`config.mk`:
```
export PLATFORM = sky130hd
export DESIGN_NAME = dmem_arbiter
export DESIGN_NICKNAME = d
export VERILOG_FILES = /design/src/rtl/dmem_arb_pkg.sv /design/src/rtl/dmem_arbiter_rr_arb2.sv /design/src/rtl/dmem_arbiter.sv
export SDC_FILE = /design/constraint.sdc
export NUM_CORES = 1
export LEC_CHECK = 0
export ABC_AREA = 1
export CAP_MARGIN = 20
export CELL_PAD_IN_SITES_DETAIL_PLACEMENT = 2
export CELL_PAD_IN_SITES_GLOBAL_PLACEMENT = 2
export CORE_UTILIZATION = 14
export CTS_CLUSTER_DIAMETER = 150
export DETAILED_ROUTE_END_ITERATION = 6
export PLACE_DENSITY = 0.95
export SLEW_MARGIN = 5
export SYNTH_ARGS = -nofsm -noshare
export SYNTH_HDL_FRONTEND = slang
export SYNTH_SLANG_ARGS = --single-unit
```
`constraint.sdc`:
```
create_clock -name clk -period 2.25 [get_ports clk]
set_input_delay 0.45 -clock clk [delete_from_list [all_inputs] [get_ports clk]]
set_output_delay 0.45 -clock clk [all_outputs]
set_load 0.01 [all_outputs]
```
`src/rtl/dmem_arb_pkg.sv`:
```
// Shared definitions for the data-memory arbiter.
//   ADDR_W_DEF / DATA_W_DEF : default word-address and data widths
//   slot_state_e            : response slot state (S_EMPTY / S_FULL)
//   P_CPU / P_LDR           : requester ids (CPU load/store = 0, debug/loader = 1)
package dmem_arb_pkg;

    localparam int unsigned ADDR_W_DEF = 6;
    localparam int unsigned DATA_W_DEF = 32;

    typedef enum logic {
        S_EMPTY = 1'b0,
        S_FULL  = 1'b1
    } slot_state_e;

    localparam logic P_CPU = 1'b0;
    localparam logic P_LDR = 1'b1;

endpackage

```
`src/rtl/dmem_arbiter_rr_arb2.sv`:
```
// Two-way round-robin arbiter.
//   clk    in  clock
//   rst    in  synchronous active-high reset (pointer -> port 0)
//   valid  in  [1:0] request lines
//   enable in  grants allowed this cycle
//   grant  out [1:0] one-hot grant (all zero when disabled or idle)
// The pointer names the preferred port under contention and toggles on every grant.
module rr_arb2
    import dmem_arb_pkg::*;
(
    input  logic       clk,
    input  logic       rst,
    input  logic [1:0] valid,
    input  logic       enable,
    output logic [1:0] grant
);

    logic ptr_q, ptr_d;

    always_comb begin
        grant = 2'b00;
        if (enable) begin
            unique case (valid)
                2'b01:   grant = 2'b01;
                2'b10:   grant = 2'b10;
                2'b11:   grant = (ptr_q == P_LDR) ? 2'b10 : 2'b01;
                default: grant = 2'b00;
            endcase
        end
    end

    assign ptr_d = (|grant) ? ~ptr_q : ptr_q;

    always_ff @(posedge clk) begin
        if (rst) begin
            ptr_q <= P_CPU;
        end else begin
            ptr_q <= ptr_d;
        end
    end

endmodule

```
`src/rtl/dmem_arbiter.sv`:
```
// Shares a single-port data memory between the CPU (port 0) and the loader (port 1).
//   clk, rst                    clock, synchronous active-high reset
//   reqN_valid/we/addr/wdata    request from port N; reqN_ready = accepted this cycle
//   rspN_valid/rdata, rspN_ready one-entry response slot per access (write acks carry 0)
//   mem_read/mem_write/mem_addr/mem_wdata/mem_rdata  memory interface (comb read)
// One access may issue per cycle; a new issue is allowed when the slot is empty or its
// current response is being consumed in the same cycle.
module dmem_arbiter
    import dmem_arb_pkg::*;
#(
    parameter int unsigned ADDR_W = ADDR_W_DEF,
    parameter int unsigned DATA_W = DATA_W_DEF
) (
    input  logic              clk,
    input  logic              rst,
    input  logic              req0_valid,
    input  logic              req0_we,
    input  logic [ADDR_W-1:0] req0_addr,
    input  logic [DATA_W-1:0] req0_wdata,
    output logic              req0_ready,
    input  logic              req1_valid,
    input  logic              req1_we,
    input  logic [ADDR_W-1:0] req1_addr,
    input  logic [DATA_W-1:0] req1_wdata,
    output logic              req1_ready,
    output logic              rsp0_valid,
    output logic [DATA_W-1:0] rsp0_rdata,
    input  logic              rsp0_ready,
    output logic              rsp1_valid,
    output logic [DATA_W-1:0] rsp1_rdata,
    input  logic              rsp1_ready,
    output logic              mem_read,
    output logic              mem_write,
    output logic [ADDR_W-1:0] mem_addr,
    output logic [DATA_W-1:0] mem_wdata,
    input  logic [DATA_W-1:0] mem_rdata
);

    slot_state_e       state_q, state_d;
    logic              owner_q, owner_d;
    logic [DATA_W-1:0] rdata_q, rdata_d;

    logic [1:0] rsp_ready;
    logic [1:0] grant;
    logic       consume, can_issue, issue, win, win_we;

    assign rsp_ready = {rsp1_ready, rsp0_ready};
    // FULL implies the owner's rsp_valid is high, so only its ready matters.
    assign consume   = (state_q == S_FULL) && rsp_ready[owner_q];
    assign can_issue = (state_q == S_EMPTY) || consume;

    rr_arb2 u_rr_arb2 (
        .clk    (clk),
        .rst    (rst),
        .valid  ({req1_valid, req0_valid}),
        .enable (can_issue && !rst),
        .grant  (grant)
    );

    assign issue  = |grant;
    assign win    = grant[1];
    assign win_we = win ? req1_we : req0_we;

    always_ff @(posedge clk) begin
        if (rst) begin
            state_q <= S_EMPTY;
            owner_q <= P_CPU;
            rdata_q <= '0;
        end else begin
            state_q <= state_d;
            owner_q <= owner_d;
            rdata_q <= rdata_d;
        end
    end

    always_comb begin
        state_d = state_q;
        owner_d = owner_q;
        rdata_d = rdata_q;
        if (issue) begin
            state_d = S_FULL;
            owner_d = win;
            rdata_d = win_we ? '0 : mem_rdata;
        end else if (consume) begin
            state_d = S_EMPTY;
        end
    end

    always_comb begin
        req0_ready = grant[0];
        req1_ready = grant[1];
        mem_read   = issue && !win_we;
        mem_write  = issue && win_we;
        mem_addr   = '0;
        mem_wdata  = '0;
        if (issue) begin
            mem_addr  = win ? req1_addr  : req0_addr;
            mem_wdata = win ? req1_wdata : req0_wdata;
        end
        rsp0_valid = (state_q == S_FULL) && (owner_q == P_CPU);
        rsp1_valid = (state_q == S_FULL) && (owner_q == P_LDR);
        rsp0_rdata = rsp0_valid ? rdata_q : '0;
        rsp1_rdata = rsp1_valid ? rdata_q : '0;
    end

endmodule

```
==> key figures, run 1 <==
Clock tree
  – Hold_buf cts: 0
  – Cell chosen for the clock root: sky130_fd_sc_hd__clkbuf_16
  – Maximum buffer depth of the clock tree: 2
  – TritonCTS Sinks: 35
  – Register clock-pin slew on the reported worst setup and hold paths: 60 ps
  – # H-tree levels: 2
  – Clock latency at the later pin of the worst-skew pair: between 200 and 300 ps
  – Inserted Clock Buffers: 5
  – TritonCTS clock tree: done

Setup path
  – Data arrival, critical path: 1870 ps
  – Type of the worst setup path: reg2out
  – Element type at the critical path start: register
  – Largest fanout on the critical path: 10
  – Critical Path End Type: primary output
  – Endpoint required time on the critical path: 1800 ps

Yosys
  – Number of nets produced by synthesis: just over 500
  – Mux contribution to synthesized area: 0%
  – Async set or reset register ratio after synthesis: 0%
  – Avg Inst Size Synth: 5.80 sq um
  – Flops & latches, synth: 35
  – Post-synth cell types: 22
  – Commonest register cell after synthesis: sky130_fd_sc_hd__dfxtp_1
  – Number of enable-type register cells in the synthesized netlist: 0
  – Number of synthesis warnings: 0
  – Dominant combinational cell family by area after synthesis: simple AND/OR/NAND/NOR gates
  – Gate Count Post-Synth: about 400
  – Sequential share of the synthesized area: 30.0%
  – Simple-gate share of the synthesized area: 38.6%
  – Post-synthesis cell area: about 0.0023 sq mm
  – Cell types with the largest area share after synthesis: sky130_fd_sc_hd__dfxtp_1, sky130_fd_sc_hd__nand2_1, sky130_fd_sc_hd__a21oi_1
  – Top-area cell type share of the netlist area: 30.0%
  – Post-synthesis share of cell area spent on full adders, half adders and majority gates: 0%
  – Parity-gate share of the synthesized area counting xor and xnor cells: 0%
  – Share of the synthesized area in compound gates (AO/OA/AOI/OAI): 16.9%
  – Post-synthesis cell type with the largest combined area: sky130_fd_sc_hd__dfxtp_1

STA
  – Post-layout min period: 2320 ps
  – Number of failing setup endpoints in the final timing report: 3
  – Hold Violations, Final: 0
  – Worst hold margin: 465 ps
  – Max_slew headroom: around 72%
  – Share of the clock period used by the worst path after layout: 103%
  – Maximum clock rate: 431 MHz
  – Actual transition at the worst max-transition pin: 419 ps
  – Slew Viols, Final: 0
  – Unrepaired setup endpoints after global routing: true
  – Fin Clk Skew: 2.90 ps
  – Final WS setup: -68.7 ps

Placed design
  – Routability congestion estimate: 0.721
  – Place WS: -676 ps
  – DP Cell Count: 830
  – Placed cell areas: 0.00485 sq mm
  – Detailed-placement wirelength estimate: 10.2 mm
  – PortBufs: 223

Global route
  – Wire length of the first global-routing pass: slightly above 20 mm
  – Maximum number of pins on one net before global-route repair: between 40 and 50
  – Remaining global-route overflow: 0
  – Number of global-route vias before repair: 3897
  – Global-route total usage across every layer: approximately 16%
  – Initial antenna violation count: 3

Route
  – Number of nets still failing antenna checks after routing: 0
  – Via total after detailed routing: 3615
  – Routed vias/inst: 4.20
  – WL final: about 15 mm
  – Drt first-iter violations: 82
  – Number of search-and-repair iterations in the first detailed-routing pass: 4
  – DRC Markers: 0
  – Routed wire per std cell: 17.0 microns

Outcome
  – Status: finished with violations
  – Failing checks: negative setup slack

Layout
  – Utilization after layout: 32.9%
  – Growth of design area from synthesis to finish: 127%
  – Most common cell after layout, fill and taps aside: sky130_fd_sc_hd__clkdlybuf4s50_1
  – Non-filler cells, final: 860
  – Commonest cells after routing, fill and taps aside: sky130_fd_sc_hd__clkdlybuf4s50_1, sky130_fd_sc_hd__nand2_1, sky130_fd_sc_hd__nor2_1
  – Final-stage net count: 756
  – Non-Filler Cell Area, Final: 0.00528 sq mm
  – Ratio of cells with drive above 1 in the final layout: 19.5%

Power
  – Power per unit of standard cell area: approximately 420 mW/mm^2
  – IR Drop Worst-Case VDD: 0.000268 V
  – Leakage power: 2.33 nW

Floorplan
  – Vert. Die Dim: 131 microns
  – Initial core utilization: roughly 15%
  – Die outline area: 0.0172 sq mm
  – Number of top-level design ports: 224
  – Die Wd: 131 microns
  – Total core area: 0.0161 sq mm
  – Floorplan row count: 46

Worst hold path
  – Worst hold path type: reg2reg

Flow run
  – Number of max-cap violations: 0
## through the flow
step | TNS (ps) | total power, mW
after floorplan | 0 | 0.999
after global placement | -24520 | 1.44
after detailed placement | -30530 | 1.46
after CTS | 0 | 2.19
after global routing | -1270 | 2.32
final | -106 | 2.20
## where the power goes
group	internal, mW	switching [mW]	total, mW	leakage, nW
sequential	0.654	0.0198	0.674	0.286
combinational	0.425	0.414	0.839	1.98
clock	0.409	0.274	0.683	0.0669
## state kept, by name, indices dropped and copies added, names as in the netlist
name,flops
owner_q,1
rdata_q,32
state_q,1
u_rr_arb2.ptr_q,1
## layout make-up
type | instances | area [sq um]
Antenna cell | 3 | 7.51
Clock buffer | 6 | 129
Clock inverter | 2 | 12.5
Fill cell | 1841 | 10800
Inverter | 43 | 185
Multi-Input combinational cell | 293 | 1390
Sequential cell | 35 | 703
Tap cell | 216 | 270
Timing Repair Buffer | 262 | 2580
## critical path, cell delays in order (launching register included)
cell and delay [ps]:
sky130_fd_sc_hd__dfxtp_2 330, sky130_fd_sc_hd__inv_2 50, sky130_fd_sc_hd__a21oi_4 170, sky130_fd_sc_hd__nand3_4 130
sky130_fd_sc_hd__buf_6 150, sky130_fd_sc_hd__inv_8 60, sky130_fd_sc_hd__buf_12 130, sky130_fd_sc_hd__buf_16 130
sky130_fd_sc_hd__nand2_1 90, sky130_fd_sc_hd__a21oi_2 180, sky130_fd_sc_hd__buf_2 160
## cell usage after synthesis, types with 2 or more instances
cell and count:
sky130_fd_sc_hd__clkbuf_1 12, sky130_fd_sc_hd__inv_2 3, sky130_fd_sc_hd__nand2_2 2, sky130_fd_sc_hd__buf_4 11
sky130_fd_sc_hd__nand2_1 112, sky130_fd_sc_hd__dfxtp_1 35, sky130_fd_sc_hd__nand3_1 32, sky130_fd_sc_hd__inv_1 39
sky130_fd_sc_hd__a21oi_1 73, sky130_fd_sc_hd__nand3_4 2, sky130_fd_sc_hd__buf_2 6, sky130_fd_sc_hd__nor2_1 65
## final timing paths
path,from,to,slack (ps),cells after the start
setup / recovery,u_rr_arb2.ptr_q,mem_wdata[12],-70,10
hold / removal,rdata_q[7],rdata_q[7],460,2
setup reg to reg,u_rr_arb2.ptr_q,rdata_q[5],320,9
hold reg to reg,rdata_q[7],rdata_q[7],460,2
## cells by family after synthesis
family                 Yosys count
flip-flops                      35
AO/OA/AOI/OAI                   77
AND/OR/NAND/NOR                216
buffers and inverters           74
## metal layers
layer / global-route usage, % / vias to the layer above / share of wire, %
met2: 29.9 / 142 / 52
met1: 16.9 / 1727 / 39
li1: - / 1735 / -
met3: 4.06 / 11 / 7.9
met4: 3.38 / 0 / 1.1
met5: 0 / - / 0
## timing repair
action / CTS / global route
cloned: 5 / 2
hold endpoints to repair: 0 / 0
setup buffers: 9 / 3
setup endpoints to repair: 49 / 81
resized for setup: 194 / 47
pin swaps: 9 / 10
Power figures use the tool's default switching activity.
==> inputs of run 2 (changes only) <==
--- a/config.mk
+++ b/config.mk
@@ -7,13 +7,12 @@
 export LEC_CHECK = 0
 export ABC_AREA = 1
 export CAP_MARGIN = 20
-export CELL_PAD_IN_SITES_DETAIL_PLACEMENT = 2
-export CELL_PAD_IN_SITES_GLOBAL_PLACEMENT = 2
-export CORE_UTILIZATION = 14
+export CORE_UTILIZATION = 32
 export CTS_CLUSTER_DIAMETER = 150
 export DETAILED_ROUTE_END_ITERATION = 6
 export PLACE_DENSITY = 0.95
 export SLEW_MARGIN = 5
 export SYNTH_ARGS = -nofsm -noshare
 export SYNTH_HDL_FRONTEND = slang
+export SYNTH_HIERARCHICAL = 1
 export SYNTH_SLANG_ARGS = --single-unit
==> run 2 against run 1 <==
The flow still finishes with violations (negative setup slack). Die area is 57% lower. Wire length shrank 24%. Synthesized cell count is 0.75% higher. Flip-flop and latch count is the same. Via count increased by 1.3%. Cell area decreased by 0.71%. Critical path type is now in2out.
==> key figures, run 2 <==
Setup path
  – CP most frequent cell: sky130_fd_sc_hd__buf_6
  – Element type at the critical path start: primary input
  – Endpoint required time on the critical path: 1800 ps (about the same)
  – Cells traversed along the worst timing path: dlygate4sd2_1, nor3_4, nand2_2, a21oi_4, buf_6, clkinvlp_4, buf_6, nand3_2, nand2_1, buf_2
  – Largest fanout on the critical path: 5 (-5)
  – Slowest cell on the critical path: sky130_fd_sc_hd__dlygate4sd2_1
  – Type of the worst setup path: in2out
  – Crit path buffers/inverters: 5 (-1)
  – Critical Path End Type: primary output
  – Largest delay share family, worst path: buffers and inverters
  – Stage delay of the slowest cell on the critical path: 280 ps (-50 ps)
  – Data arrival, critical path: 1990 ps (+120 ps)

STA
  – Maximum clock rate: 410 MHz (-5.0%)
  – Max_slew headroom: 75.2% (+3.1 points)
  – Final WS setup: -190 ps (-121 ps)
  – Post-layout min period: 2440 ps (+121 ps)
  – Summed negative setup slack over all endpoints: -3920 ps (-3810 ps)
  – Fin Clk Skew: 5.97 ps (+3.07 ps)
  – Worst hold margin: 468 ps (+3.32 ps)
  – Actual transition at the worst max-transition pin: 372 ps (-47.0 ps)
  – Number of failing setup endpoints in the final timing report: 40 (+37)
  – Share of the clock period used by the worst path after layout: 108% (+5.4 points)
  – Hold Violations, Final: 0 (unchanged)
  – Slew Viols, Final: 0 (unchanged)
  – Unrepaired setup endpoints after global routing: true

Yosys
  – Leading cell types by count after synthesis: sky130_fd_sc_hd__nand2_1, sky130_fd_sc_hd__nor2_1, sky130_fd_sc_hd__nand3_1, sky130_fd_sc_hd__inv_1, sky130_fd_sc_hd__a21oi_1
  – Async set or reset register ratio after synthesis: 0% (unchanged)
  – Number of enable-type register cells in the synthesized netlist: 0 (unchanged)
  – Dominant cell by count in the synthesized netlist: sky130_fd_sc_hd__nand2_1
  – Top-area cell type share of the netlist area: 30.8% (+0.74 points)
  – Avg Inst Size Synth: 5.62 sq um (-3.1%)
  – Commonest register cell after synthesis: sky130_fd_sc_hd__dfxtp_1
  – Post-synth cell types: 15 (-32%)
  – Sequential share of the synthesized area: 30.8% (+0.74 points)
  – Number of synthesis warnings: 6 (+6)
  – Flops & latches, synth: 35 (unchanged)
  – Post-synthesis cell area: 0.00228 sq mm (-2.4%)
  – Gate Count Post-Synth: 405 (+0.75%)
  – Post-synthesis cell type with the largest combined area: sky130_fd_sc_hd__dfxtp_1
  – Number of nets produced by synthesis: 521 (+0.58%)
  – Cell types with the largest area share after synthesis: sky130_fd_sc_hd__dfxtp_1, sky130_fd_sc_hd__nand2_1, sky130_fd_sc_hd__nand3_1

Clock tree
  – Inserted Clock Buffers: 5 (unchanged)
  – Hold_buf cts: 0 (unchanged)
  – Clock latency at the later pin of the worst-skew pair: 280 ps (about the same)
  – Register clock-pin slew on the reported worst setup and hold paths: 60 ps (about the same)
  – Maximum buffer depth of the clock tree: 2 (unchanged)
  – # H-tree levels: 2 (unchanged)
  – Cell chosen for the clock root: sky130_fd_sc_hd__clkbuf_8
  – TritonCTS Sinks: 35 (unchanged)
  – TritonCTS clock tree: done

Global route
  – Wire length of the first global-routing pass: 15.6 mm (-24%)
  – Initial antenna violation count: 0 (-3)
  – Number of global-route vias before repair: 3405 (-13%)
  – Global-route total usage across every layer: 26.6% (+11 points)
  – Maximum number of pins on one net before global-route repair: 36 (-20%)
  – Remaining global-route overflow: 0 (unchanged)

Route
  – Via total after detailed routing: 3663 (+1.3%)
  – WL final: 11.1 mm (-24%)
  – DRC Markers: 0 (unchanged)
  – Number of nets still failing antenna checks after routing: 0 (unchanged)
  – Drt first-iter violations: 120 (+46%)
  – Routed vias/inst: 4.93 (+17%)
  – Number of search-and-repair iterations in the first detailed-routing pass: 5 (+1)
  – Routed wire per std cell: 14.9 microns (-12%)

Layout
  – Biggest register: rdata_q
  – Number of flip-flops in the largest register: 32 (unchanged)
  – Ratio of cells with drive above 1 in the final layout: 23.3% (+3.8 points)
  – Diodes inserted: 0 (-3)
  – Non-Filler Cell Area, Final: 0.00525 sq mm (-0.71%)
  – Fill cells: 495 (-73%)
  – Utilization after layout: 76.8% (+44 points)
  – Final-stage net count: 762 (+0.79%)
  – Most common cell after layout, fill and taps aside: sky130_fd_sc_hd__clkdlybuf4s50_1
  – Growth of design area from synthesis to finish: 130%
  – Commonest cells after routing, fill and taps aside: sky130_fd_sc_hd__clkdlybuf4s50_1, sky130_fd_sc_hd__nand2_1, sky130_fd_sc_hd__nor2_1

Power
  – Internal Dissipation: 1.44 mW (-3.4%)
  – Leakage power: 2.15 nW (-7.7%)
  – Power per unit of standard cell area: 390 mW/mm^2 (-6.3%)
  – Switching share of power: 29.6% (-2.6 points)
  – IR Drop Worst-Case VDD: 0.000204 V (-24%)
  – Relative contribution of sequential cells to total power: 32.8% (+2.1 points)
  – Power spent charging and discharging nets: 606 uW (-14%)
  – Clock share of power: 28.2% (-2.9 points)
  – Portion of total power attributed to combinational logic: 39.0% (+0.8 points)

Placed design
  – Detailed-placement wirelength estimate: 7.39 mm (-27%)
  – PortBufs: 223 (unchanged)
  – Placed cell areas: 0.00471 sq mm (-2.9%)
  – Routability congestion estimate: 0.839 (+16%)

Floorplan
  – Number of top-level design ports: 224 (unchanged)
  – Die outline area: 0.00745 sq mm (-57%)
  – Floorplan row count: 30 (-35%)
  – Total core area: 0.00683 sq mm (-57%)
  – Vert. Die Dim: 86.3 microns (-34%)
  – Initial core utilization: 33.3% (+19 points)
  – Die Wd: 86.3 microns (-34%)

Outcome
  – Failing checks: negative setup slack
  – Status: finished with violations

Flow run
  – Number of max-cap violations: 0 (unchanged)

Worst hold path
  – Worst hold path type: reg2reg
==> run 2: cell count changes after synthesis, moves of 2 or more <==
cell                       before  now
sky130_fd_sc_hd__nor2_1        65   71
sky130_fd_sc_hd__buf_4         11    0
sky130_fd_sc_hd__clkbuf_1      12   14
sky130_fd_sc_hd__nand3_4        2    0
sky130_fd_sc_hd__nand3_1       32   69
sky130_fd_sc_hd__nand2_1      112  114
sky130_fd_sc_hd__buf_2          6   13
sky130_fd_sc_hd__buf_6          1    3
sky130_fd_sc_hd__a21oi_1       73   39
==> run 2: per-layer routing <==
metal	GRT usage (%)	share of wire (%)	up-vias
li1	-	-	1740
met4	11.2	3.9	0
met5	0	0	-
met1	26.7	35	1697
met2	52.7	55	190
met3	5.43	5.8	36
==> run 2: path summary, 6_finish.rpt <==
kind               start  slack [ps]  cells past startpoint           end
max                  rst        -190                     10  mem_wdata[2]
min          rdata_q[20]         470                      2   rdata_q[20]
max reg2reg      owner_q          90                     14   rdata_q[25]
min reg2reg  rdata_q[20]         470                      2   rdata_q[20]
==> run 2: kinds of logic (layout without fill, tap and decap cells) <==
kind of cell / count (synthesis) / after routing / share of synthesized area [%]
buffers and inverters: 73 / 315 / 13.7
AOI/OAI and AO/OA: 40 / 40 / 8.80
and+or+nand+nor: 257 / 257 / 46.7
DFF: 35 / 35 / 30.8
==> run 2: worst register-to-register path: stages (launching register included) <==
cell                      delay (ps)
sky130_fd_sc_hd__dfxtp_4         370
sky130_fd_sc_hd__inv_2            50
sky130_fd_sc_hd__nand2_4          60
sky130_fd_sc_hd__nor2_4           40
sky130_fd_sc_hd__nor3_4          170
sky130_fd_sc_hd__nand2_2         110
sky130_fd_sc_hd__a21oi_4         210
sky130_fd_sc_hd__buf_6           180
sky130_fd_sc_hd__buf_8           110
sky130_fd_sc_hd__nor2_4           40
sky130_fd_sc_hd__buf_6           180
sky130_fd_sc_hd__inv_4           130
sky130_fd_sc_hd__buf_12          150
sky130_fd_sc_hd__nand3_1          90
sky130_fd_sc_hd__a21oi_1         180
==> run 2: final cells by class <==
class / count / area, sq um / share of cell area, %
timing repair buffer: 264 / 2600 / 49.6
timing repair inverter: 1 / 7.51 / 0.143
tap: 96 / 120 / 2.29
sequential: 35 / 706 / 13.5
clock inverter: 2 / 35.0 / 0.668
multi-input combinational: 297 / 1520 / 29.1
clock buffer: 6 / 82.6 / 1.57
inverter: 42 / 168 / 3.20
==> run 2: what timing repair did <==
action / CTS / global route
endpoints found under the setup margin: 74 / 74
resized for setup: 226 / 41
buffers inserted: 16 / 4
gates cloned: 8 / 1
pin swaps: 20 / 16
==> run 2: through the flow <==
| step | setup slack [ps] | instances | total power [mW] |
|---|---|---|---|
| floorplan | 11.7 | 405 | 0.952 |
| global placement | -713 | 711 | 1.36 |
| detailed placement | -748 | 711 | 1.37 |
| CTS | -131 | 742 | 2.01 |
| global route | -272 | 743 | 2.16 |
| finish | -190 | 743 | 2.04 |
==> run 2: power by group through the flow <==
stage / clock network (mW) / logic [mW] / registers [mW]
6_report: 0.576 / 0.797 / 0.671
5_1_grt: 0.640 / 0.847 / 0.674
4_1_cts: 0.590 / 0.753 / 0.668
3_5_place_dp: 0 / 0.692 / 0.681
3_3_place_gp: 0 / 0.679 / 0.680
2_1_floorplan: 0 / 0.275 / 0.677
